File: src/rtl/ram_arb_pkg.sv
// Shared definitions for the program-RAM port arbiter: FSM states, requester ids
// and the default RAM geometry also used by the boot loader and the core.
package ram_arb_pkg;

    localparam int ADR_W_DEF = 6;
    localparam int DAT_W_DEF = 16;

    localparam logic REQ_LD = 1'b0;
    localparam logic REQ_CO = 1'b1;

    typedef enum logic [1:0] {
        ST_IDLE   = 2'd0,
        ST_ISSUE  = 2'd1,
        ST_WAIT   = 2'd2,
        ST_RETURN = 2'd3
    } arb_state_e;

endpackage

File: src/rtl/ram_arb_pick.sv
// Combinational winner selection between loader and core.
// Build option: RAM_ARB_RR_EN selects round-robin on ties, otherwise loader has fixed priority.
module ram_arb_pick
    import ram_arb_pkg::*;
(
    input  logic [1:0] i_elig,
    input  logic       i_last,
    output logic       o_winner,
    output logic       o_valid
);

`ifdef RAM_ARB_RR_EN
    // On a tie the requester that did not win last time goes first
    always_comb begin
        o_valid = |i_elig;
        if (i_elig == 2'b11) begin
            o_winner = ~i_last;
        end else if (i_elig[REQ_LD]) begin
            o_winner = REQ_LD;
        end else begin
            o_winner = REQ_CO;
        end
    end
`else
    logic w_unused;
    assign w_unused = i_last;

    // Loader always beats the core
    always_comb begin
        o_valid = |i_elig;
        if (i_elig[REQ_LD]) begin
            o_winner = REQ_LD;
        end else begin
            o_winner = REQ_CO;
        end
    end
`endif

endmodule

File: src/rtl/ram_port_arbiter.sv
// Shares the single-port program RAM between boot loader and core; all outputs registered.
// Build option: RAM_ARB_RR_EN enables round-robin tie breaking (last-winner register).
module ram_port_arbiter
    import ram_arb_pkg::*;
#(
    parameter int ADR_W  = ADR_W_DEF,
    parameter int DAT_W  = DAT_W_DEF,
    parameter int RD_LAT = 1
)
(
    input  logic             clk,
    input  logic             rst_n,
    input  logic             ce,
    input  logic             boot,
    input  logic             ld_req,
    input  logic             ld_we,
    input  logic [ADR_W-1:0] ld_adr,
    input  logic [DAT_W-1:0] ld_wdata,
    output logic             ld_gnt,
    output logic             ld_rvalid,
    output logic [DAT_W-1:0] ld_rdata,
    input  logic             co_req,
    input  logic             co_we,
    input  logic [ADR_W-1:0] co_adr,
    input  logic [DAT_W-1:0] co_wdata,
    output logic             co_gnt,
    output logic             co_rvalid,
    output logic [DAT_W-1:0] co_rdata,
    output logic             ram_enable,
    output logic             ram_rw,
    output logic [ADR_W-1:0] ram_adr,
    output logic [DAT_W-1:0] ram_in,
    input  logic [DAT_W-1:0] ram_out
);

    localparam logic [1:0] LAT = RD_LAT[1:0];

    arb_state_e       r_state, w_state_nxt;
    logic [1:0]       r_cnt;
    logic             r_we, r_id;
    logic [1:0]       r_gnt, r_rvalid;
    logic [DAT_W-1:0] r_rdata_ld, r_rdata_co;

    logic [1:0]       w_elig;
    logic             w_win, w_win_vld, w_last;
    logic             w_win_we;
    logic [ADR_W-1:0] w_win_adr;
    logic [DAT_W-1:0] w_win_wdata;

    logic             w_ram_enable, w_ram_rw;
    logic [ADR_W-1:0] w_ram_adr;
    logic [DAT_W-1:0] w_ram_in, w_rdata_ld, w_rdata_co;
    logic [1:0]       w_gnt, w_rvalid;

    assign w_elig = {co_req & ~boot, ld_req};

    ram_arb_pick u_pick (
        .i_elig   (w_elig),
        .i_last   (w_last),
        .o_winner (w_win),
        .o_valid  (w_win_vld)
    );

`ifdef RAM_ARB_RR_EN
    logic r_last;

    // Remember who went last so ties alternate
    always_ff @(posedge clk or negedge rst_n) begin
        if (!rst_n) begin
            r_last <= REQ_CO;
        end else if (ce && (r_state == ST_ISSUE)) begin
            r_last <= r_id;
        end
    end

    assign w_last = r_last;
`else
    assign w_last = REQ_CO;
`endif

    assign w_win_we    = (w_win == REQ_CO) ? co_we    : ld_we;
    assign w_win_adr   = (w_win == REQ_CO) ? co_adr   : ld_adr;
    assign w_win_wdata = (w_win == REQ_CO) ? co_wdata : ld_wdata;

    // State register plus the latched winner and read-latency counter
    always_ff @(posedge clk or negedge rst_n) begin
        if (!rst_n) begin
            r_state <= ST_IDLE;
            r_cnt   <= 2'd0;
            r_we    <= 1'b0;
            r_id    <= REQ_LD;
        end else if (ce) begin
            r_state <= w_state_nxt;
            if ((r_state == ST_IDLE) && w_win_vld) begin
                r_we <= w_win_we;
                r_id <= w_win;
            end
            if (r_state == ST_ISSUE) begin
                r_cnt <= LAT;
            end else if (r_state == ST_WAIT) begin
                r_cnt <= r_cnt - 2'd1;
            end
        end
    end

    // Next-state logic
    always_comb begin
        w_state_nxt = r_state;
        case (r_state)
            ST_IDLE:   w_state_nxt = w_win_vld ? ST_ISSUE : ST_IDLE;
            ST_ISSUE:  w_state_nxt = r_we ? ST_IDLE : ST_WAIT;
            ST_WAIT:   w_state_nxt = (r_cnt <= 2'd1) ? ST_RETURN : ST_WAIT;
            ST_RETURN: w_state_nxt = ST_IDLE;
            default:   w_state_nxt = ST_IDLE;
        endcase
    end

    // Next values of the registered outputs; command and gnt land in the ISSUE cycle
    always_comb begin
        w_ram_enable = 1'b0;
        w_ram_rw     = ram_rw;
        w_ram_adr    = ram_adr;
        w_ram_in     = ram_in;
        w_gnt        = 2'b00;
        w_rvalid     = 2'b00;
        w_rdata_ld   = r_rdata_ld;
        w_rdata_co   = r_rdata_co;
        case (r_state)
            ST_IDLE: begin
                if (w_win_vld) begin
                    w_ram_enable = 1'b1;
                    w_ram_rw     = w_win_we;
                    w_ram_adr    = w_win_adr;
                    w_ram_in     = w_win_wdata;
                    w_gnt[w_win] = 1'b1;
                end else begin
                    w_ram_enable = 1'b0;
                end
            end
            ST_WAIT: begin
                if (r_cnt <= 2'd1) begin
                    w_rvalid[r_id] = 1'b1;
                    if (r_id == REQ_CO) begin
                        w_rdata_co = ram_out;
                    end else begin
                        w_rdata_ld = ram_out;
                    end
                end else begin
                    w_rvalid = 2'b00;
                end
            end
            default: w_ram_enable = 1'b0;
        endcase
    end

    // Output registers
    always_ff @(posedge clk or negedge rst_n) begin
        if (!rst_n) begin
            ram_enable <= 1'b0;
            ram_rw     <= 1'b0;
            ram_adr    <= {ADR_W{1'b0}};
            ram_in     <= {DAT_W{1'b0}};
            r_gnt      <= 2'b00;
            r_rvalid   <= 2'b00;
            r_rdata_ld <= {DAT_W{1'b0}};
            r_rdata_co <= {DAT_W{1'b0}};
        end else if (ce) begin
            ram_enable <= w_ram_enable;
            ram_rw     <= w_ram_rw;
            ram_adr    <= w_ram_adr;
            ram_in     <= w_ram_in;
            r_gnt      <= w_gnt;
            r_rvalid   <= w_rvalid;
            r_rdata_ld <= w_rdata_ld;
            r_rdata_co <= w_rdata_co;
        end
    end

    assign ld_gnt    = r_gnt[REQ_LD];
    assign co_gnt    = r_gnt[REQ_CO];
    assign ld_rvalid = r_rvalid[REQ_LD];
    assign co_rvalid = r_rvalid[REQ_CO];
    assign ld_rdata  = r_rdata_ld;
    assign co_rdata  = r_rdata_co;

endmodule

File: config.mk
export PLATFORM = sky130hd
export DESIGN_NAME = ram_port_arbiter
export DESIGN_NICKNAME = d
export VERILOG_FILES = /design/src/rtl/ram_arb_pkg.sv /design/src/rtl/ram_arb_pick.sv /design/src/rtl/ram_port_arbiter.sv
export SDC_FILE = /design/constraint.sdc
export NUM_CORES = 1
export LEC_CHECK = 0
export BUFFER_PORTS_ARGS = -buffer_cell sky130_fd_sc_hd__buf_2
export CORE_MARGIN = 1.5
export CORE_UTILIZATION = 43
export CTS_CLUSTER_DIAMETER = 30
export CTS_CLUSTER_SIZE = 20
export DETAILED_ROUTE_END_ITERATION = 12
export GPL_TIMING_DRIVEN = 0
export PLACE_DENSITY_LB_ADDON = 0.12
export SLEW_MARGIN = 30
export SYNTH_ARGS = -nofsm -noshare
export SYNTH_HDL_FRONTEND = slang
export SYNTH_SLANG_ARGS = --single-unit
File: constraint.sdc
create_clock -name clk -period 1.5 [get_ports clk]
set_input_delay 0 -clock clk [delete_from_list [all_inputs] [get_ports clk]]
set_output_delay 0 -clock clk [all_outputs]
set_load 0.02 [all_outputs]
# Word level (Yosys, flattened, before mapping)

Index checks and enable logic that the tools add are counted.
W data, S select, Z words.

Register bits after elaboration: 66
Latch bits: 0
Bits in writable memories: 0
Bits in read-only memories: 0
Bits of input ports: 68
Output and inout port bits: 60
Logic and storage cells: 55
Memories kept: 0

Add/subtract/negate cells: 1
$mul: 0
Div/mod/pow operators: 0
$lt $le $gt $ge: 5
Eq/ne operators: 3
Shift operators: 0
Mux-type cells: 20
Bitwise operators: 3
Reduce and logical (&&, ||, !) cells: 11

Operators with widths:

| operator              | number |
|---|---|
| $mux W16              | 1 |
| $mux W2               | 7 |
| $mux W1               | 8 |
| $pmux W2 S4           | 1 |
| $reduce_and A4 Y1     | 2 |
| $mux W6               | 1 |
| $eq A2 B2 Y1 const B  | 2 |
| $lt A1 B2 Y1 const B  | 2 |
| $reduce_and A2 Y1     | 2 |
| $logic_and A1 B1 Y1   | 3 |
| $reduce_and A3 Y1     | 1 |
| $demux W1 S1          | 2 |
| $eq A2 B1 Y1 const B  | 1 |
| $ge A1 B1 Y1 const B  | 2 |
| $le A2 B1 Y1 const B  | 1 |
| $logic_not A2 Y1      | 1 |
| $not A1 Y1            | 2 |
| $reduce_bool A2 Y1    | 1 |
| $reduce_or A2 Y1      | 1 |
| $sub A2 B1 Y2 const B | 1 |
| $and A1 B1 Y1         | 1 |

# Longest topological paths before layout

Gate-level depths: netlist (run 1).

Word-level depth: 7
Gate-level depth with buffers: 7
Gate-level depth less buffers: 5

# Modules after synthesis

From an unflattened synthesis (run 1), not the netlist that was laid out.

Cells, all modules: 221
Area, all modules: 2845.2 um2

Modules (own cells, without submodules):

| module           | instances | cells an instance | area an instance (um2) | sequential area each (um2) |
|---|---|---|---|---|
| ram_port_arbiter | 1         | 219               | 2835.2                 | 1651.6 |
| ram_arb_pick     | 1         | 2                 | 10.0                   | 0.0 |

# Worst setup path before layout (run 1)

Ideal clock, no wire load.

Path type: register to register
Start point: register r_state[0]
End point: register ram_in[10]
Setup time: 0.125 ns
Arrival time: 1.542 ns
Required time: 1.375 ns
Setup slack: -0.167 ns
Stages on the path, launching flop included: 8
Path buffers: 2
Period minus slack after synthesis: 1.667 ns
Cells stage by stage: dfrtp_1 > inv_1 > ha_1 > and2_1 > o21a_1 > buf_4 > buf_6 > mux2_2

Word-level cells in the longest chain between the ends: 2

RTL lines:

| element                     | RTL line                | RTL |
|---|---|---|
| start: declaration          | ram_port_arbiter.sv:38  | `arb_state_e r_state, w_state_nxt;` |
| start signal: assignment    | ram_port_arbiter.sv:93  | `r_state <= w_state_nxt;` |
| $logic_not A2 Y1            | ram_port_arbiter.sv:128 | `case (r_state)` |
| $reduce_and A3 Y1 (no line) | -                       |  |
| end signal: assignment      | ram_port_arbiter.sv:162 | `ram_in <= {DAT_W{1'b0}};` |
| end signal: assignment      | ram_port_arbiter.sv:171 | `ram_in <= w_ram_in;` |
| end: declaration            | ram_port_arbiter.sv:32  | `output logic [DAT_W-1:0] ram_in,` |

Every way passes these cells.
A chain may end at the register's enable or synchronous reset.

# Final worst setup path (run 1)

Start point: register r_state[0]
End point: register ram_adr[3]

Word-level cells in the longest chain between the ends: 2

RTL lines:

| element                     | RTL line                | RTL |
|---|---|---|
| $logic_not A2 Y1            | ram_port_arbiter.sv:128 |  |
| $reduce_and A3 Y1 (no line) | -                       |  |
| end signal: assignment      | ram_port_arbiter.sv:161 | `ram_adr <= {ADR_W{1'b0}};` |
| end signal: assignment      | ram_port_arbiter.sv:170 | `ram_adr <= w_ram_adr;` |
| end: declaration            | ram_port_arbiter.sv:31  | `output logic [ADR_W-1:0] ram_adr,` |

Every way passes these cells.

==> results.md, run 1 <==
Routing:
- The first TritonRoute pass finished after 4 iterations.
- The total routed wirelength is 6923 um.
- Using the TritonRoute via totals, the vias-per-cell ratio works out to 4.819.
- The routed wirelength normalized by instance count is 15.12 um.
- After detailed routing, the number of remaining DRC violations is 0.
- The number of DRC violations after detailed-routing iteration 0 is 59.
- The count of nets left with antenna violations once routing finished came out at 0.
- The via total after detailed routing is 2,207.

Placed design:
- At the placement stage, the worst setup path has a slack of -0.2227 ns.
- The quantity of I/O buffers inserted on ports is 127.
- The congestion estimate from routability-driven global placement came to 0.7686.
- Once detailed placement completed, the half-perimeter wirelength came to 4484 um.

Logic synthesis:
- Yosys attributes the largest share of cell area to sky130_fd_sc_hd__dfrtp_1, sky130_fd_sc_hd__mux2_2, sky130_fd_sc_hd__mux2_4.
- Among all flip-flop cells after synthesis, the most frequent one is sky130_fd_sc_hd__dfrtp_1.
- The yosys synthesis warning count is 0.
- The dominant cell type by area after synthesis is sky130_fd_sc_hd__dfrtp_1.
- In this run the mean area of a mapped cell was 15.13 um^2.
- The cell area that synthesis handed to floorplanning was 0.002950 mm^2.
- Sequential cells were found to cover 55.98% of the synthesized design area.
- The synthesized design contains 0 enable-type register cells.
- The fraction of synthesized cell area taken by the top area cell type is 55.98%.
- In the synthesized netlist, the cells that appear most often are sky130_fd_sc_hd__mux2_2, sky130_fd_sc_hd__dfrtp_1, sky130_fd_sc_hd__mux2_4, sky130_fd_sc_hd__inv_1.
- The net count after synthesis is 268.
- Yosys instantiated no cell more often than sky130_fd_sc_hd__mux2_2.
- The flop and latch count out of synthesis is 66.
- The gate count after technology mapping is 195.
- The number of distinct library cells after synthesis is 26.
- For this run, asynchronously set or reset flops after synthesis account for 100.0%.

Power and ir drop:
- Cell internal power was estimated by the tool at 5.613 mW.
- The total net switching power is 3.232 mW.
- Sequential cells burn 35.0% of the power.
- Of the total power, combinational logic draws 48.1%.
- The overall power after layout is 8.844 mW.
- The leakage component of the power is 2.349 nW.
- In this run switching power makes up 36.54% of total power.
- The peak supply drop is 1.104 mV.
- Power spread over the standard cell area amounts to 1944 mW/mm^2.
- The proportion of power drawn by the clock network is 16.9%.

Min path:
- The path class of the tightest hold or removal check is in -> reg.
- The worst hold path startpoint is ld_wdata[11].

Die:
- The die is 85.83 um wide.
- The initial cell density of the core is 43.91%.
- The floorplan row count is 30.
- During I/O placement, the number of pins put on the boundary was 128.
- The area of the placeable core is 0.006719 mm^2.
- The die covers 0.007367 mm^2.
- The die is 85.83 um tall.

Timing:
- The clock arrives with 0.01340 ns of skew.
- Setup repair after global routing could not meet its margin everywhere.
- The post-route worst setup slack is -0.1865 ns.
- Timing would allow up to 592.9 MHz.
- The shortest clock period the worst path allows after layout is 1.687 ns.
- The max-slew violation count is 0.
- Adding up every negative setup slack in the final design gives -5.781 ns.
- Measured against its own limit, the worst slew margin works out to 72.19%.
- The final number of hold-violating endpoints is 0.
- For the pin with the worst max-slew slack, the measured transition is 0.4164 ns.
- The post-route clock period utilization is 112.4%.
- The number of endpoints failing setup at the final stage is 55.

Job:
- The total of max-cap violations is 0.

Final layout:
- The final-stage net count is 446.
- The final core utilization is 67.71%.
- The share of cells above drive strength 1 is 69.31%.
- The area growth from synthesis to final layout is 54.20%.
- The antenna diode count is 0.

Clocking:
- The clock tree from TritonCTS is yes.
- The clock tree root driver cell is sky130_fd_sc_hd__clkbuf_8.
- CTS built an H-tree with a depth of 3.
- The worst-skew pair later-pin latency is 0.34 ns.
- In this run the deepest clock path goes through 2 buffers.
- Counting every sink on the clock net gives 66.
- Buffers inserted during clock tree synthesis total 9.
- After clock tree synthesis, the clock-pin slew on the worst setup and hold paths is 0.08 ns.

Setup path:
- STA classifies the critical path endpoint as a flop.
- The master of the slowest instance on the critical path is sky130_fd_sc_hd__dfrtp_1.
- Traced cell by cell, the critical path runs through inv_2, ha_4, and2_4, o21a_1, buf_6, clkbuf_16, mux2_4.
- The critical path data arrival time is 1.91 ns.
- The required time reported for the critical path endpoint is 1.72 ns.
- The worst flop-to-flop path startpoint is r_state[0].
- The type of origin of the critical path is a flop.
- In this design, the stage delay of the slowest critical-path cell is 0.41 ns.
- The setup path with the least slack is of type reg -> reg.
- The timing startpoint of the critical path is r_state[0].
- The biggest fanout along the worst timing path is 6.

GRT:
- The global-route wire length before repair is 10,610 um.
- The via count of the first global-routing pass is 2,179.
- Summed over all layers, the global routing overflow is 0.
- The number of antenna violations at the first check in global routing is 0.
- Global routing used 18.85% of the available tracks across all layers.
- The maximum number of pins on one net before global-route repair is 37.

Outcome:
- The flow ran to the end, but the final reports show violations.
- The final reports fail on negative setup slack.
==> power by group through the flow <==
| stage | sequential (mW) | clock (mW) | combinational (mW) |
|---|---|---|---|
| after global placement | 3.08 | 0 | 3.59 |
| final | 3.10 | 1.49 | 4.25 |
| after global routing | 3.20 | 1.63 | 4.52 |
| after detailed placement | 3.11 | 0 | 3.66 |
| after CTS | 3.08 | 1.54 | 3.98 |
| after floorplan | 4.08 | 0 | 1.47 |
==> registers in the layout, indices dropped and copies added (netlist names), named ones only <==
register and flops:
co_rdata 16, ld_rdata 16, r_cnt 2, r_gnt 2
r_id 1, r_rvalid 2, r_state 1, r_we 1
ram_adr 6, ram_enable 1, ram_in 16, ram_rw 1
==> worst max-delay path, delay by kind of cell, from the launching register on <==
kind	cells	cell delay [ns]
AOI/OAI and AO/OA	1	0.13
adders and majority gates	1	0.15
buffers and inverters	3	0.46
DFF	1	0.41
muxes	1	0.29
and+or+nand+nor	1	0.14
==> final timing paths <==
path	end	slack, ns	cells past startpoint
max	ram_adr[3]	-0.19	7
min	ram_in[11]	0.02	3
min in group asynchronous	ld_rdata[13]	0.14	2
max reg2reg	ram_adr[3]	-0.19	7
max in group asynchronous	r_id	0.82	3
min reg2reg	ram_enable	0.48	1
==> cells in the final DEF, fill, tap and decap left out, types with 5 or more instances in the layout <==
cell type / count
sky130_fd_sc_hd__buf_12: 6
sky130_fd_sc_hd__buf_2: 128
sky130_fd_sc_hd__buf_4: 14
sky130_fd_sc_hd__buf_6: 9
sky130_fd_sc_hd__clkbuf_8: 9
sky130_fd_sc_hd__dfrtp_1: 66
sky130_fd_sc_hd__dlygate4sd3_1: 17
sky130_fd_sc_hd__mux2_2: 30
sky130_fd_sc_hd__mux2_4: 47
sky130_fd_sc_hd__o21ai_0: 5
==> stage by stage <==
stage	cell area, um^2	hold WS, ns	cells
final	4549	0.01910	458
after global routing	4549	0.008401	458
after CTS	4354	0.003551	449
after detailed placement	3800	-0.03212	403
after global placement	3777	0.2458	402
after floorplan	3042	-0.2956	195
==> layout make-up <==
cell class,instances,area [um^2]
flip-flops and latches,66,1652
clock inverters,7,76.32
repair buffers,167,1084
plain buffers,10,131.4
inverters,6,22.52
well taps,80,100.1
clock buffers,9,123.9
multi-input cells,113,1360
fillers,492,2170
==> repair_timing <==
item | in CTS | in global routing
cloned | 1 | 2
buffers inserted | 12 | 7
gates resized for setup | 15 | 22
hold buffers | 17 | 0
setup endpoints to repair | 49 | 42
endpoints found under the hold margin | 98 | 0
pin swaps | 1 | 4
==> kinds of logic after synthesis <==
kind of cell	synth area share, %
and+or+nand+nor	3.605
buffers and inverters	3.986
muxes	30.87
adders and majority gates	2.120
AOI/OAI and AO/OA	3.435
DFF	55.98
==> routing by layer <==
metal | wire (um) | track usage [%] | share of wire [%]
met4 | 147 | 9.384 | 2.1
met1 | 3182 | 25.16 | 46
met3 | 413 | 4.139 | 6.0
met2 | 3180 | 29.13 | 46
met5 | 0 | 0 | 0
(Power assumes the default switching activity.)
==> run 2, diff against run 1 <==
CORE_UTILIZATION = 51   (was 43)
clock period = 2.1 ns   (was 1.5 ns; I/O delays follow)
==> results.md, run 2 (synthesized netlist as in run 1, its figures left out) <==
Setup path:
- On the worst path, the slowest cell contributes a delay of 0.41 ns.
- The combined buffer and inverter count along the critical path is 3.
- The worst reg-to-reg path cell count is 7.
- The critical path is of the reg -> reg type.
- The critical path data arrival time is 2.08 ns.
- In this run the worst setup path terminates at ram_in[9].
- The worst register-to-register path begins at r_state[0].
- STA classifies the critical path startpoint as a flop.
- In this run the worst setup path begins at r_state[0].
- Walking the worst path, the cells encountered are inv_1, ha_1, and2_1, o21a_1, buf_4, buf_6, mux2_2.
- The biggest fanout along the worst timing path is 10.
- STA puts the critical path data required time at 2.32 ns.
- The worst setup path is captured at a flop.
- Counting buffers and inverters, the worst setup path is 7 cells deep.
- The internal reg-to-reg setup slack is 0.24 ns.
- Among cell families on the critical path, the largest total delay comes from buffers and inverters.
- The slowest stage of the critical path is the sky130_fd_sc_hd__dfrtp_1 cell.
- The capturing point of the worst reg2reg path is ram_in[9].

Die:
- In this run the standard cell core region covers 0.005540 mm^2.
- The area of the die is 0.006250 mm^2.
- The floorplan has 27 rows.
- The die outline height is 79.06 um.
- The die span in x is 79.06 um.
- The initial cell density of the core is 53.25%.
- The top-level port count is 128.

Clocking:
- The count of hold buffers inserted by post-cts repair is 17.
- The worst-skew pair later-pin latency is 0.34 ns.
- The clock slew seen by the registers of the worst setup and hold paths is 0.07 ns.
- TritonCTS built the clock tree.
- After clock tree synthesis, the setup repair step added 0 buffers.
- The number of H-tree levels is 3.
- Counting the buffers created by CTS gives 9.
- The number of clock sinks is 66.
- The number of buffers on the longest clock path is 2.
- The number of gates resized after cts is 0.
- The root buffer cell chosen for the clock tree is sky130_fd_sc_hd__clkbuf_8.

Timing:
- Timing would allow up to 537.2 MHz.
- The max-slew violation count is 0.
- Setup violations remaining at the end of the flow were counted as 0.
- The final sum of negative setup slack is 0 ns.
- The routed design could run at a clock period as short as 1.861 ns.
- The relative slew slack is 72.41%.
- Setup repair after global routing left no endpoint under its margin.
- The final number of hold-violating endpoints is 0.
- The worst slack on hold paths is 0.02272 ns.
- The worst clock skew is 0.008335 ns.
- For the pin with the worst max-slew slack, the measured transition is 0.4138 ns.
- The post-route clock period utilization is 88.64%.

Placed design:
- The HPWL after detailed placement is 4281 um.
- Including well taps, the total number of placed cells is 395.
- The congestion estimate from routability-driven global placement came to 0.7202.
- Buffers placed on the I/O ports in this run total 127.

Routing:
- The routed wirelength normalized by instance count is 14.24 um.
- Detailed routing inserted a total of 2,074 vias.
- The number of optimization iterations in the first detailed-route pass is 4.
- Dividing the detail-routed via count by the number of cells gives 4.846.
- The number of DRC violations after detailed-routing iteration 0 is 59.
- The total routed wirelength is 6093 um.
- The post-route DRC violation count is 0.
- The antenna violation net count after detailed routing is 0.

Outcome:
- The run finished with clean final reports.

Final layout:
- The library cell used most frequently in the layout, excluding fill and tap cells, is sky130_fd_sc_hd__buf_2.
- The share of cells above drive strength 1 is 65.73%.
- The area growth from synthesis to final layout is 40.12%.
- In the layout the commonest cells are sky130_fd_sc_hd__buf_2, sky130_fd_sc_hd__mux2_2, sky130_fd_sc_hd__dfrtp_1, sky130_fd_sc_hd__dlygate4sd3_1.
- At the end of the flow, the number of nets in the layout was 424.
- Excluding fillers, the count of instances in the completed layout stands at 428.
- The antenna diode count is 0.
- Measured on the finished design, the core utilization comes to 74.62%.

GRT:
- The maximum number of pins on one net before global-route repair is 36.
- The first global-routing pass estimated 9929 um of wire.
- The global-route usage over all layers is 21.07%.
- The number of antenna violations at the first check in global routing is 0.
- The total grt overflow is 0.
- The via count of the first global-routing pass was 2,066.

Power and ir drop:
- Across the VDD grid, the largest voltage drop is 0.7797 mV.
- The part of the total power dissipated in sequential elements is 36.2%.
- Net switching is 35.32% of the power.
- Internal power comes to 3.916 mW.
- The proportion of power drawn by the clock network is 23.1%.
- In this run the power density over the cells is 1465 mW/mm^2.
- The design draws 6.055 mW.
- Summed over all cells, the static leakage comes to 2.102 nW.
- The share of total power dissipated in combinational logic is 40.6%.
- Summed over all nets, the switching power comes to 2.139 mW.

Job:
- The total of max-cap violations is 0.

Min path:
- The type of the worst min-delay path is in -> reg.
run 2: cell types whose count changed in the layout (fill, tap and decap cells not counted), sizes merged:
cell | previous run | this run
buf | 158 | 138
bufinv | 1 | 4
clkbuf | 11 | 9
clkinvlp | 2 | 1
inv | 8 | 6
run 2: worst min path at each step:
stage,endpoint,start,slack (ns),depth (start not counted)
2_1_floorplan,asynchronous set/reset pin,rst_n,-0.30,0
3_3_place_gp,ld_rdata[13],ram_out[13],0.25,2
3_5_place_dp,ld_rdata[15],rst_n,-0.03,1
4_1_cts,ram_in[10],ld_wdata[10],0.01,3
5_1_grt,ram_adr[5],co_adr[5],0.01,3
6_report,ram_in[0],ld_wdata[0],0.02,3
run 2: power groups by stage:
| stage | Clock (mW) | Combinational [mW] | Sequential, mW |
|---|---|---|---|
| global route | 1.48 | 2.65 | 2.28 |
| finish | 1.40 | 2.46 | 2.19 |
| floorplan | 0 | 0.909 | 2.90 |
| CTS | 1.42 | 2.48 | 2.19 |
| global placement | 0 | 2.41 | 2.19 |
| detailed placement | 0 | 2.45 | 2.21 |
run 2: layout make-up:
class / count / area [um^2]
clock buffers: 9 / 123.9
multi-input cells: 113 / 1181
clock inverters: 7 / 141.4
repair buffers: 145 / 828.3
fillers: 373 / 1406
well taps: 72 / 90.09
inverters: 6 / 22.52
plain buffers: 10 / 95.09
flip-flops and latches: 66 / 1652
run 2: metrics by stage:
step	setup slack, ns	area (um^2)
finish	0.2386	4134
global route	0.1136	4134
CTS	0.2238	4134
detailed placement	0.2483	3699
global placement	0.2573	3676
floorplan	0.4331	2950
run 2: metal layers:
layer  global-route usage [%]  vias to the layer above  wire, um
li1                         -                     1008         -
met1                    27.09                      971      2692
met2                    32.82                       81      2847
met3                    6.437                       14       418
met4                    9.474                        0       134
met5                        0                        -         0
run 2: tightest hold or removal path: stages:
cell and delay (ns):
sky130_fd_sc_hd__buf_2 0.07, sky130_fd_sc_hd__mux2_2 0.13, sky130_fd_sc_hd__mux2_2 0.13
